**config.mk**
```make
export PLATFORM = sky130hd
export DESIGN_NAME = uart_rx_frame_ctrl
export DESIGN_NICKNAME = d
export VERILOG_FILES = /design/src/rtl/uart_rx_frame_ctrl.sv
export SDC_FILE = /design/constraint.sdc
export NUM_CORES = 1
export LEC_CHECK = 0
export ABC_AREA = 1
export CORE_MARGIN = 2
export CORE_UTILIZATION = 49
export DETAILED_ROUTE_END_ITERATION = 10
export HOLD_SLACK_MARGIN = 0.06
export PLACE_DENSITY = 0.8
export SKIP_CTS_REPAIR_TIMING = 1
export SYNTH_ARGS = -nofsm -noshare
export SYNTH_HDL_FRONTEND = slang
export SYNTH_SLANG_ARGS = --single-unit
export TNS_END_PERCENT = 5
```
**constraint.sdc**
```tcl
create_clock -name clk -period 2 [get_ports clk]
set_clock_uncertainty 0.2 [all_clocks]
set_input_delay 0.5 -clock clk [delete_from_list [all_inputs] [get_ports clk]]
set_output_delay 0.5 -clock clk [all_outputs]
set_load 0.03 [all_outputs]
```
**src/rtl/uart_rx_frame_ctrl.sv**
```systemverilog
// Receive-side frame controller: assembles UART bytes into a payload block, checks the
// trailing CRC-16/CCITT-FALSE and holds the frame until acked. CRC path enabled by RX_CRC_CHECK_EN.
module uart_rx_frame_ctrl #(
  parameter int PAYLOAD_BYTES  = 16,
  parameter int TIMEOUT_CYCLES = 100000
) (
  input  logic                       clk,
  input  logic                       reset,
  input  logic                       en,
  input  logic                       rx_valid,
  input  logic [7:0]                 rx_byte,
  input  logic                       rx_frame_err,
  input  logic                       frame_ack,
  output logic [8*PAYLOAD_BYTES-1:0] payload,
  output logic [15:0]                rx_crc,
  output logic                       frame_valid,
  output logic                       crc_ok,
  output logic                       busy,
  output logic                       err_timeout,
  output logic                       err_framing,
  output logic                       overrun
);

  localparam int CNT_W = (PAYLOAD_BYTES > 1) ? $clog2(PAYLOAD_BYTES) : 1;
  localparam int TO_W  = $clog2(TIMEOUT_CYCLES);
  localparam logic [CNT_W-1:0] CNT_LAST = CNT_W'(PAYLOAD_BYTES - 1);
  localparam logic [TO_W-1:0]  TO_LAST  = TO_W'(TIMEOUT_CYCLES - 1);

`ifdef RX_CRC_CHECK_EN
  typedef enum logic [2:0] {IDLE, RECV_PAYLOAD, RECV_CRC, CHECK, HOLD} state_e;
  localparam state_e AFTER_PAYLOAD = RECV_CRC;
`else
  typedef enum logic [2:0] {IDLE, RECV_PAYLOAD, CHECK, HOLD} state_e;
  localparam state_e AFTER_PAYLOAD = CHECK;
`endif

  state_e                     state_q, state_d;
  logic [CNT_W-1:0]           cnt_q, cnt_d;
  logic [TO_W-1:0]            idle_q, idle_d;
  logic [8*PAYLOAD_BYTES-1:0] payload_q, payload_d;
  logic                       frame_valid_q, frame_valid_d;
  logic                       busy_q, busy_d;
  logic                       err_timeout_q, err_timeout_d;
  logic                       err_framing_q, err_framing_d;
  logic                       overrun_q, overrun_d;
  logic                       store, abort, tick_idle;

`ifdef RX_CRC_CHECK_EN
  logic [15:0] crc_q, crc_d;
  logic [15:0] rx_crc_q, rx_crc_d;
  logic        crc_ok_q, crc_ok_d;

  // CRC-16/CCITT-FALSE, MSB first, one byte per call
  function automatic logic [15:0] crc16_upd(input logic [15:0] c, input logic [7:0] d);
    logic [15:0] r;
    r = c ^ {d, 8'h00};
    for (int i = 0; i < 8; i++) r = r[15] ? ((r << 1) ^ 16'h1021) : (r << 1);
    return r;
  endfunction
`endif

  always_ff @(posedge clk) begin
    if (reset) begin
      state_q       <= IDLE;
      cnt_q         <= '0;
      idle_q        <= '0;
      payload_q     <= '0;
      frame_valid_q <= 1'b0;
      busy_q        <= 1'b0;
      err_timeout_q <= 1'b0;
      err_framing_q <= 1'b0;
      overrun_q     <= 1'b0;
`ifdef RX_CRC_CHECK_EN
      crc_q         <= 16'hFFFF;
      rx_crc_q      <= 16'h0000;
      crc_ok_q      <= 1'b0;
`endif
    end else begin
      state_q       <= state_d;
      cnt_q         <= cnt_d;
      idle_q        <= idle_d;
      payload_q     <= payload_d;
      frame_valid_q <= frame_valid_d;
      busy_q        <= busy_d;
      err_timeout_q <= err_timeout_d;
      err_framing_q <= err_framing_d;
      overrun_q     <= overrun_d;
`ifdef RX_CRC_CHECK_EN
      crc_q         <= crc_d;
      rx_crc_q      <= rx_crc_d;
      crc_ok_q      <= crc_ok_d;
`endif
    end
  end

  always_comb begin
    state_d       = state_q;
    cnt_d         = cnt_q;
    idle_d        = idle_q;
    payload_d     = payload_q;
    frame_valid_d = frame_valid_q;
    err_timeout_d = 1'b0;
    err_framing_d = 1'b0;
    overrun_d     = 1'b0;
    store         = 1'b0;
    abort         = 1'b0;
    tick_idle     = 1'b0;
`ifdef RX_CRC_CHECK_EN
    crc_d         = crc_q;
    rx_crc_d      = rx_crc_q;
    crc_ok_d      = crc_ok_q;
`endif
    case (state_q)
      IDLE: begin
        if (en && rx_valid) store = 1'b1;
      end
      RECV_PAYLOAD: begin
        if (rx_frame_err) begin
          abort         = 1'b1;
          err_framing_d = 1'b1;
        end else if (rx_valid) begin
          store = 1'b1;
        end else begin
          tick_idle = 1'b1;
        end
      end
`ifdef RX_CRC_CHECK_EN
      RECV_CRC: begin
        if (rx_frame_err) begin
          abort         = 1'b1;
          err_framing_d = 1'b1;
        end else if (rx_valid) begin
          idle_d = '0;
          if (!cnt_q[0]) begin
            rx_crc_d[15:8] = rx_byte;
            cnt_d          = CNT_W'(1);
          end else begin
            rx_crc_d[7:0] = rx_byte;
            cnt_d         = '0;
            state_d       = CHECK;
          end
        end else begin
          tick_idle = 1'b1;
        end
      end
`endif
      CHECK: begin
        frame_valid_d = 1'b1;
        state_d       = HOLD;
`ifdef RX_CRC_CHECK_EN
        crc_ok_d      = (crc_q == rx_crc_q);
`endif
      end
      HOLD: begin
        if (rx_valid) overrun_d = 1'b1;
        if (frame_ack) begin
          frame_valid_d = 1'b0;
          state_d       = IDLE;
`ifdef RX_CRC_CHECK_EN
          crc_d         = 16'hFFFF;
`endif
        end
      end
      default: state_d = IDLE;
    endcase

    // byte[cnt] lands in payload with byte 0 in the MSBs
    if (store) begin
      for (int i = 0; i < PAYLOAD_BYTES; i++) begin
        if (cnt_q == CNT_W'(i)) payload_d[8*(PAYLOAD_BYTES-1-i) +: 8] = rx_byte;
      end
`ifdef RX_CRC_CHECK_EN
      crc_d = crc16_upd(crc_q, rx_byte);
`endif
      idle_d = '0;
      if (cnt_q == CNT_LAST) begin
        cnt_d   = '0;
        state_d = AFTER_PAYLOAD;
      end else begin
        cnt_d   = cnt_q + CNT_W'(1);
        state_d = RECV_PAYLOAD;
      end
    end

    if (tick_idle) begin
      if (idle_q == TO_LAST) begin
        abort         = 1'b1;
        err_timeout_d = 1'b1;
      end else begin
        idle_d = idle_q + TO_W'(1);
      end
    end

    if (abort) begin
      state_d = IDLE;
      cnt_d   = '0;
      idle_d  = '0;
`ifdef RX_CRC_CHECK_EN
      crc_d   = 16'hFFFF;
`endif
    end

`ifdef RX_CRC_CHECK_EN
    busy_d = (state_d == RECV_PAYLOAD) || (state_d == RECV_CRC) || (state_d == CHECK);
`else
    busy_d = (state_d == RECV_PAYLOAD) || (state_d == CHECK);
`endif
  end

  assign payload     = payload_q;
  assign frame_valid = frame_valid_q;
  assign busy        = busy_q;
  assign err_timeout = err_timeout_q;
  assign err_framing = err_framing_q;
  assign overrun     = overrun_q;
`ifdef RX_CRC_CHECK_EN
  assign rx_crc      = rx_crc_q;
  assign crc_ok      = crc_ok_q;
`else
  assign rx_crc      = 16'h0000;
  assign crc_ok      = 1'b1;
`endif

endmodule

```
Word level (Yosys, flattened, before mapping)
Index checks and enable logic that the tools add are counted.
{ "totals": {"regBits": 157, "out_inout_bits": 150, "in_bits": 14, "elab_cells": 99} }
{ "op_classes": {"muxes": 23, "n_reduce_logical": 26, "eq_ne": 22, "bitwise": 2, "add_sub_neg": 2} }
{ "ops": {"columns": ["operator", "n"], "rows": [
  ["$mux W17", 3],
  ["$reduce_and A2 Y1", 17],
  ["$eq A4 B4 Y1 const B", 8],
  ["$add A17 B1 Y17 const B", 1],
  ["$eq A17 B17 Y1 const B", 1],
  ["$eq A4 B3 Y1 const B", 4],
  ["$mux W1", 12],
  ["$eq A3 B2 Y1 const B", 3],
  ["$mux W3", 3],
  ["$pmux W3 S3", 1],
  ["$eq A4 B2 Y1 const B", 2],
  ["$reduce_or A2 Y1", 4],
  ["$eq A3 B1 Y1 const B", 2],
  ["$add A4 B1 Y4 const B", 1],
  ["$eq A4 B1 Y1 const B", 1],
  ["$logic_not A4 Y1", 1],
  ["$mux W4", 1],
  ["$pmux W1 S2", 2],
  ["$logic_not A3 Y1", 1],
  ["$mux W2", 1],
  ["$ne A2 B2 Y1 const B", 1],
  ["$not A1 Y1", 2],
  ["$reduce_bool A2 Y1", 1],
  ["$logic_and A1 B1 Y1", 1],
  ["$logic_or A1 B1 Y1", 1]
]} }

Logic depth before layout (Yosys ltp)
{ "depth": {"word_depth": 7, "depth_mapped": 10, "ltp_nobuf": 10} }

Worst setup path before layout
OpenSTA, ideal clock, no wires.
{ "synth_timing": {"path_kind": "input -> register", "start": "input port en", "end": "register payload_q[32], in the netlist payload[32]", "n_path_buf": 1, "slack_ns": 0.233, "path_stages": 8, "setup_ns": 0.116, "required_ns": 1.684, "arrival_ns": 1.451, "path_cell_list": "nor2_1 -> a21oi_1 -> nand3_2 -> buf_6 -> nor3_4 -> inv_1 -> nor2_1 -> nor2_1"} }
{ "synth_between": {"elab_chain_len": 4} }
{ "synth_rtl": {"columns": ["item", "line", "source"], "rows": [
  ["start: declaration", "9", "input logic en,"],
  ["$logic_and A1 B1 Y1", "115", "if (en && rx_valid) store = 1'b1;"],
  ["$mux W1", "115", null],
  ["$pmux W1 S2", "113", "case (state_q)"],
  ["$reduce_and A2 Y1 (no line)", null, null],
  ["end signal: assignment", "82", "payload_q <= payload_d;"],
  ["end: declaration", "40", "logic [8*PAYLOAD_BYTES-1:0] payload_q, payload_d;"]
]} }
Every way passes these cells.
A chain may end at the register's enable or synchronous reset.

Worst setup path in the final report
{ "layout_timing": {"start": "input port rx_valid", "end": "register payload_q[109], in the netlist payload[109]"} }
{ "layout_between": {"elab_chain_len": 4, "word_cells_on_any_way": 6, "cone_classes": "mux: 4; reduce/logical: 2"} }
{ "layout_rtl": {"columns": ["item", "line", "source"], "rows": [
  ["start: declaration", "10", "input logic rx_valid,"],
  ["$mux W1 / $logic_and A1 B1 Y1 (equally long branches)", "121, 115", null],
  ["$mux W1, on equally long branches", "118, 115", null],
  ["$pmux W1 S2 *", "113", null],
  ["$reduce_and A2 Y1 (no line) *", null, null]
]} }
Mark *: on every way between the ends. The rest lies on a longest branch, timed or not.

==> impl_results.md <==
- Status: completed
- Setup_tns: 0 ns
- Hold Crit Class: reg2reg
- Setup crit start kind: input port
- # DRC: 0
- CTS tree: yes
- CP cell instances: clkdlybuf4s50_1 > buf_4 > nand3_4 > inv_4 > buf_4 > nand2_2 > clkinvlp_4 > nor2_1 > nor2_1
- Die H: 117.6 um
- #FFs+latches synth: 157
- Clk buf depth: 2
- Synth cell types: 33
- Final core utilization: 73.84%
- Setup violators final: 0
- DRT iter0 DRCs: 550
- Syn Inst Count: 866
- CTS root buffer: clkbuf_16
- # rows: 41
- CP Launch Point: rx_valid
- WL per Instance: 15.29 um
- Final max-slew violation count: 0
- Final Hold Viols: 0
- EDFF count, synth: 0
- Pwr/cell area: 704.6 mW/mm^2
- RR Startpoint: cnt_q[1]
- Commonest non-fill, non-tap cell in the layout: nor2_1
- Sequential element share of the synthesized area: 49.74%
- CP max-delay cell: clkdlybuf4s50_1
- Initial antenna violation count: 0
- Yosys Warn Count: 0
- Max-cap violations: 0
- Crit path DAT: 2.02 ns
- Clock transition at path regs: 0.06 ns
- Final net count: 1,075
- Routability cong.: 0.9682
- Syn Area/Cell: 7.296 um^2
- TritonCTS buffer count: 17
- Core footprint: 0.01262 mm^2
- Register Area: 0.003144 mm^2
- Clk Latency, worst-skew pair: 0.42 ns
- Required @ worst endpoint: 2.10 ns
- Synth Cell Area: 0.006319 mm^2
- CTS sink count: 157
- Crit-path max cell delay: 0.43 ns
- Largest net degree at the start of global routing: 31
- Period utilisation layout: 95.58%
- Commonest non-fill, non-tap cells in the layout: 294 x nor2_1, 156 x dfxtp_1, 135 x dlymetal6s2s_1
- DR vias/cell: 5.108
- Fillers: 910
- Hold WS: 0.2388 ns
- Total wire length: 18,930 um
- # diodes: 0
- CP Max Fanout: 9
- Crit Path Class: in2reg
- Maximum vdd ir drop: 0.4445 mV
- Hold_sp: payload[24]
- Total grt overflow: 0
- Final ANT Viol Nets: 0
- DIE WIDTH: 117.6 um
- Starting density of the core: 50.07%
- Routed via count: 6,324
- Multi-input gate area: 0.002788 mm^2
- Layout cell share with drive strength beyond 1: 10.41%
- Drt pass-1 iters: 5
- Static Leak: 5.964 nW
- Tmin final: 1.912 ns
- Global-route wire length before repair: 28,430 um
- I/O pin count: 164
- Buf/Inv on CP: 5
- Critical Path End Type: flop
- Final Cell Area: 0.009319 mm^2
- Vias in the first global route: 5,618
- Gr usage total: 25.58%
- Synth Flop Type: dfxtp_1
- Fmax: 523.1 MHz
- I/O Buffers: 146
- Hpwl dp: 12,430 um
- Crit-path leading delay family: buffers and inverters
- Die area: 0.01382 mm^2
- Area Overhead vs Synth: 47.49%
- Total Power: 0.006566 W
- H-tree depth: 4
- Placed cell areas: 0.008333 mm^2
- Ys async rst share: 0%
-- flip-flops by register name, summed over array words and instances (netlist names) --
register	flops
err_timeout	1
cnt_q	4
state_q	3
busy	1
frame_valid	1
overrun	1
payload	128
err_framing	1
idle_q	17
-- layout make-up --
cell class                      instances  area share (%)
Clock buffer                           22           5.089
Clock inverter                          7          0.7116
Inverter                               67           2.967
Multi-Input combinational cell        613           29.91
Sequential cell                       157           33.74
Tap cell                              172           2.309
Timing Repair Buffer                  200           25.27
-- final timing paths --
check                 endpoint  slack [ns]  cells after the start
setup / recovery  payload[109]        0.09                      9
setup reg to reg  payload[122]        0.11                      9
hold reg to reg    payload[24]        0.24                      2
hold / removal     payload[24]        0.24                      2
-- layer usage --
| layer | global-route usage [%] | vias up | routed length [um] | share of wire (%) |
|---|---|---|---|---|
| met4 | 10.09 | 0 | 440 | 2.3 |
| met3 | 5.620 | 44 | 1405 | 7.4 |
| met1 | 32.40 | 2895 | 7934 | 42 |
| li1 | - | 3104 | - | - |
| met2 | 42.58 | 281 | 9147 | 48 |
| met5 | 0 | - | 0 | 0 |
-- synth_stat cells, types with 3 or more instances --
cell type,number,share of area (%)
a21oi_1,22,1.7
clkbuf_1,22,1.3
inv_1,65,3.9
o21ai_1,4,0.32
o21ai_0,132,10
nand2_2,4,0.40
nand4_1,5,0.50
dfxtp_1,157,50
nor2_1,298,18
ha_1,5,0.99
xor2_1,5,0.69
nand2_1,71,4.2
nor3_4,3,0.77
buf_4,20,2.4
nand3_1,28,2.2
nor3_1,4,0.32
-- kinds of logic (layout without fill, tap and decap cells) --
logic type,Yosys count,in the layout,share of synthesized area (%)
compound gates,162,162,12.97
xor+xnor,7,7,0.9703
fa+ha+maj,5,5,0.9901
buf+inv,113,296,8.059
flops,157,157,49.74
other cells,2,18,0.1189
simple gates,420,421,27.15
-- worst min-delay path: cells and delay by family, from the launching register on --
kind / cells / cell delay (ns)
flops: 1 / 0.30
buf+inv: 1 / 0.04
compound gates: 1 / 0.05
-- stage by stage --
stage / instances / worst slack (ns)
2_1_floorplan: 882 / 0.2327
3_3_place_gp: 1207 / -0.4170
3_5_place_dp: 1207 / -0.5080
4_1_cts: 1236 / -0.1992
5_1_grt: 1238 / -0.02071
6_report: 1238 / 0.08840
-- report_power, final --
group          switching, W  leakage, nW  internal [W]
Sequential        0.0000115         1.27       0.00315
Combinational      0.000277         4.43      0.000152
Clock               0.00120        0.267       0.00178
Note: power is estimated with default switching activity, not from simulation.
